File: src/rtl/fill_seq_pkg.sv
// Shared types and constants for the RAM fill sequencer.
// No logic: state encoding, channel count and counter width helper.
// No flow control.
package fill_seq_pkg;

  localparam int NUM_CH = 2;

  typedef enum logic [2:0] {
    S_IDLE      = 3'd0,
    S_LAUNCH    = 3'd1,
    S_WAIT_BUSY = 3'd2,
    S_WAIT_IDLE = 3'd3,
    S_DONE      = 3'd4
  } state_t;

  // Width of a down-counter that must hold the value `timeout`.
  function automatic int tcnt_width(input int timeout);
    return $clog2(timeout + 1);
  endfunction

endpackage

File: src/rtl/bit_sync.sv
// Single-bit multi-flop synchronizer for an asynchronous level signal.
// Latency: STAGES clk cycles. No flow control.
// Ports: clk, rst_n (async active-low), d (async input), q (synchronized output).
// STAGES must be at least 2; RESET_VAL is the level presented while in reset.
module bit_sync #(
  parameter int   STAGES    = 2,
  parameter logic RESET_VAL = 1'b1
) (
  input  logic clk,
  input  logic rst_n,
  input  logic d,
  output logic q
);

  logic [STAGES-1:0] chain;

  always_ff @(posedge clk or negedge rst_n) begin
    if (!rst_n) begin
      chain <= {STAGES{RESET_VAL}};
    end else begin
      chain <= {chain[STAGES-2:0], d};
    end
  end

  assign q = chain[STAGES-1];

endmodule

File: src/rtl/fill_sequencer.sv
// Sequences the two per-bank RAM fill engines and reports busy/done/error/elapsed.
// Latency: fill_start one cycle after accept; done >= 2 cycles after accept.
// Backpressure: none; start is a request pulse honoured only while idle, otherwise dropped.
// Ports: sys_clk/sys_resetn; start, ch_enable, sequential (request);
//        fill_start, fill_idle (engine handshake); busy, done, error, elapsed (status).
module fill_sequencer
  import fill_seq_pkg::*;
#(
  parameter int START_TIMEOUT = 256,
  parameter int SYNC_STAGES   = 2
) (
  input  logic              sys_clk,
  input  logic              sys_resetn,
  input  logic              start,
  input  logic [NUM_CH-1:0] ch_enable,
  input  logic              sequential,
  output logic [NUM_CH-1:0] fill_start,
  input  logic [NUM_CH-1:0] fill_idle,
  output logic              busy,
  output logic              done,
  output logic [NUM_CH-1:0] error,
  output logic [63:0]       elapsed
);

  localparam int TW = tcnt_width(START_TIMEOUT);

  state_t            state;
  logic [NUM_CH-1:0] en;       // channels requested for this run
  logic              seq;
  logic [NUM_CH-1:0] fin;      // channels already launched or rejected this run
  logic [NUM_CH-1:0] act;      // channels launched in the current launch step
  logic [TW-1:0]     tcnt;
  logic [NUM_CH-1:0] idle_s;

  for (genvar i = 0; i < NUM_CH; i++) begin : g_sync
    // Reset to idle so a reset never looks like a busy engine.
    bit_sync #(
      .STAGES   (SYNC_STAGES),
      .RESET_VAL(1'b1)
    ) u_sync (
      .clk  (sys_clk),
      .rst_n(sys_resetn),
      .d    (fill_idle[i]),
      .q    (idle_s[i])
    );
  end

  logic [NUM_CH-1:0] rem, lowest, sel, go, pre_busy, stuck;

  always_comb begin
    rem      = en & ~fin;
    lowest   = rem & (~rem + {{(NUM_CH-1){1'b0}}, 1'b1});  // isolate lowest set bit
    sel      = seq ? lowest : rem;
    go       = sel & idle_s;
    pre_busy = sel & ~idle_s;   // engine already running before we asked it to
    stuck    = act & idle_s;    // launched but never left idle
  end

  assign fill_start = (state == S_LAUNCH) ? go : '0;
  assign busy       = (state == S_LAUNCH) || (state == S_WAIT_BUSY) || (state == S_WAIT_IDLE);
  assign done       = (state == S_DONE);

  always_ff @(posedge sys_clk or negedge sys_resetn) begin
    if (!sys_resetn) begin
      state   <= S_IDLE;
      en      <= '0;
      seq     <= 1'b0;
      fin     <= '0;
      act     <= '0;
      tcnt    <= '0;
      error   <= '0;
      elapsed <= '0;
    end else begin
      // Counts every non-idle cycle, which includes the done cycle.
      if (state != S_IDLE) elapsed <= elapsed + 64'd1;

      case (state)
        S_IDLE: begin
          if (start) begin
            en      <= ch_enable;
            seq     <= sequential;
            fin     <= '0;
            act     <= '0;
            error   <= '0;
            elapsed <= '0;
            state   <= S_LAUNCH;
          end
        end
        S_LAUNCH: begin
          fin   <= fin | sel;
          error <= error | pre_busy;
          act   <= go;
          if (go != '0) begin
            tcnt  <= TW'(START_TIMEOUT);
            state <= S_WAIT_BUSY;
          end else if ((rem & ~sel) == '0) begin
            state <= S_DONE;
          end
          // else: a sequential pick was rejected; re-evaluate next channel.
        end
        S_WAIT_BUSY: begin
          if (tcnt != '0) tcnt <= tcnt - TW'(1);
          if ((act & idle_s) == '0) begin
            state <= S_WAIT_IDLE;
          end else if (tcnt <= TW'(1)) begin
            // Counter reaches zero on this edge: give up on the stuck channels.
            error <= error | stuck;
            act   <= act & ~stuck;
            if ((act & ~stuck) != '0) state <= S_WAIT_IDLE;
            else if (rem != '0)       state <= S_LAUNCH;
            else                      state <= S_DONE;
          end
        end
        S_WAIT_IDLE: begin
          if ((act & ~idle_s) == '0) state <= (rem != '0) ? S_LAUNCH : S_DONE;
        end
        S_DONE:  state <= S_IDLE;
        default: state <= S_IDLE;
      endcase
    end
  end

endmodule

File: config.mk
export PLATFORM = sky130hd
export DESIGN_NAME = fill_sequencer
export DESIGN_NICKNAME = d
export VERILOG_FILES = /design/src/rtl/fill_seq_pkg.sv /design/src/rtl/bit_sync.sv /design/src/rtl/fill_sequencer.sv
export SDC_FILE = /design/constraint.sdc
export NUM_CORES = 1
export LEC_CHECK = 0
export ABC_CLOCK_PERIOD_IN_PS = 2600
export BUFFER_PORTS_ARGS = -buffer_cell sky130_fd_sc_hd__buf_4
export CORE_AREA = 2 2 80 112
export CTS_BUF_LIST = sky130_fd_sc_hd__clkbuf_4 sky130_fd_sc_hd__clkbuf_8 sky130_fd_sc_hd__clkbuf_16
export CTS_CLUSTER_SIZE = 20
export DETAILED_ROUTE_END_ITERATION = 10
export DIE_AREA = 0 0 82 114
export PLACE_DENSITY_LB_ADDON = 0.15
export SETUP_SLACK_MARGIN = 0.3
export SYNTH_ARGS = -nofsm -noshare
export SYNTH_HDL_FRONTEND = slang
export SYNTH_SLANG_ARGS = --single-unit
export TNS_END_PERCENT = 20
File: constraint.sdc
create_clock -name sys_clk -period 2.6 [get_ports sys_clk]
set_input_delay 0.52 -clock sys_clk [delete_from_list [all_inputs] [get_ports sys_clk]]
set_output_delay 0.52 -clock sys_clk [all_outputs]
set_load 0.05 [all_outputs]
==> metrics.csv <==
metric,value,unit
antenna_left,0,
grt_pass1_wl,18900,um
outcome,finished clean,
crit_required,2.86,ns
finalSetupViolCount,0,
die_y,114,um
coreArea,0.00841,mm2
grt_pass1_vias,4044,
yosys.area.top_type_share,46.6,%
final.setup.tns,0,ns
crit_end,elapsed[39]$_DFF_PN0_,
synth_area_leaders,"dfrtp_1 (47%), mux2i_1 (5.3%), nand2_1 (5.2%), o31ai_1 (4.4%), nand3_1 (3.7%)",
drv_cap,0,
syn-cell-area,0.00457,mm2
r2r_start,elapsed[7]$_DFF_PN0_,
synthArstFlopShare,100,%
finalCritPeriodShare,84.8,%
viasPerCell,6.09,
drtIter0Drc,358,
overflow,0,
path_clk_slew,0.06,ns
final_nets,583,
cts_tree,built,
slew_violations,0,
syn_avg_cell_area,9.45,um2
worst_pin_slew,0.670,ns
pin_count,78,
rr_worst_depth,6,
cts_buffer_depth,2,
critPathArrivalTime,2.47,ns
diodes,0,
power.leakage,0.00258,uW
synth_top_area_cell,dfrtp_1,
rsz0062_at_grt,true,
track_usage,25.7,%
fin_skew,0.00485,ns
yosysMostFrequentCell,dfrtp_1,
synth_fp_nets,494,
timing.rr.end,elapsed[39]$_DFF_PN0_,
fillers,688,
wirelength,11100,um
via_count,4155,
syn_inst,483,
drc,0,
ys_ff_latch,89,
end_kind,flop,
hold_viol,0,
drive_above_1_share,24.4,%
cp-startpoint,elapsed[7]$_DFF_PN0_,
grt_start_max_net_pins,50,
avgRoutedWirePerCell,16.3,um
max-vdd-ir-drop,803,uV
slew_headroom,54.9,%
fmax,453,MHz
critPathKind,reg -> reg,
seq_area_frac_synth,48.9,%
port_buffers,77,
grt_antenna_before_repair,0,
yosysWarnings,0,
die_w,82,um
start_util,54.3,%
synthFlopType,dfrtp_1,
hp-class,in -> async,
cts_sinks,89,
setup_ws,0.394,ns
area_growth,25.1,%
synth_cell_type_count,52,
die_area,0.00935,mm2
place_hpwl,7990,um
finalCriticalPeriod,2.21,ns
synth_common_cells,"dfrtp_1 (85), nand2_1 (63), nor2_1 (35)",
reg2reg_slack,0.39,ns
crit_fanout,8,
htreeDepth,3,
synth-edff-count,0,
powerDensity,780,mW/mm2
cts-root-buf,clkbuf_16,
first_pass_iters,5,
post-place-ws,0.392,ns
crit_path_start_kind,flop,
clock_latency,0.33,ns
gp_congestion,0.893,
rows,40,
cts_made_buffers,9,
-- flip-flops by register name, summed over array words and instances (netlist names) --
signal	cells
tcnt	9
elapsed	64
en	2
seq	1
g_sync.u_sync.chain	4
error	2
state	3
act	2
fin	2
-- cell type report --
class	count	area (um2)	area share [%]
Sequential cell	89	2240	39.2
Multi-Input combinational cell	358	2220	38.9
Timing Repair Buffer	98	752	13.2
Clock buffer	9	225	3.94
Tap cell	105	131	2.30
Clock inverter	7	85.1	1.49
Inverter	16	60.1	1.05
-- cell usage in the layout (no fill, tap or decap), types with 2 or more instances in the layout --
cell type / count
a21o_1: 3
a21oi_1: 13
a32oi_1: 2
and2_1: 4
and3_1: 7
and4_1: 2
buf_4: 96
bufinv_16: 2
clkbuf_16: 9
clkinv_2: 5
dfrtp_1: 82
dfrtp_2: 3
dfstp_2: 4
ha_1: 2
inv_1: 16
mux2i_1: 24
nand2_1: 62
nand2b_1: 5
nand3_1: 34
nand3b_1: 4
nand4_1: 20
nor2_1: 33
nor2b_1: 5
nor3_1: 7
nor3_2: 2
nor4_1: 10
o211ai_1: 17
o21ai_0: 21
o22ai_1: 2
o2bb2ai_1: 2
o31ai_1: 27
o41ai_1: 3
or2_2: 3
or3_1: 5
or4_1: 8
or4_2: 2
xnor2_1: 7
-- report_power, final --
group | internal, uW | switching [uW]
Sequential | 1550 | 175
Combinational | 485 | 897
Clock | 832 | 510
-- per-layer routing --
metal,track usage [%],routed length (um),up-vias
li1,-,-,1975
met1,32.4,4600,2034
met2,43.0,5790,125
met3,5.22,476,21
met4,9.44,218,0
met5,0,0,-
-- worst max-delay path, cell delays in order, from the launching register on --
cell and delay, ns:
dfrtp_1 0.44, nand4_1 0.32, nor2_1 0.26, nand4_1 0.25, buf_4 0.25, or4_1 0.47, a21oi_1 0.15
-- stage by stage --
step	cells	instance area, um2	power (uW)	util, %	hold WS (ns)
2_1_floorplan	483	4570	2660	-	0.224
3_3_place_gp	665	5350	3060	63.7	0.346
3_5_place_dp	665	5350	3090	63.7	0.347
4_1_cts	681	5670	4440	67.4	0.182
5_1_grt	682	5710	4710	67.9	0.193
6_report	682	5710	4450	67.9	0.164
-- worst min path at each step --
stage | end | slack (ns) | cells past startpoint
global route | elapsed[22]$_DFF_PN0_ | 0.19 | 1
CTS | elapsed[21]$_DFF_PN0_ | 0.18 | 1
finish | elapsed[22]$_DFF_PN0_ | 0.16 | 1
global placement | g_sync[1].u_sync.chain[1]$_DFF_PN1_ | 0.35 | 0
detailed placement | g_sync[0].u_sync.chain[1]$_DFF_PN1_ | 0.35 | 0
floorplan | act[0]$_DFFE_PN0P_ | 0.22 | 0
-- cells by family after synthesis --
family	synth area share [%]
flops	48.9
xor+xnor	1.53
simple gates	25.6
fa+ha+maj	0.822
mux	5.26
buf+inv	3.23
compound gates	14.6
-- timing repair --
action	4_1_cts	5_1_grt
buffers inserted	0	1
setup endpoints to repair	1	17
hold buffers	0	0
pin swaps	0	1
gates resized for setup	1	10
No activity file was read; power rests on OpenSTA's default activity.
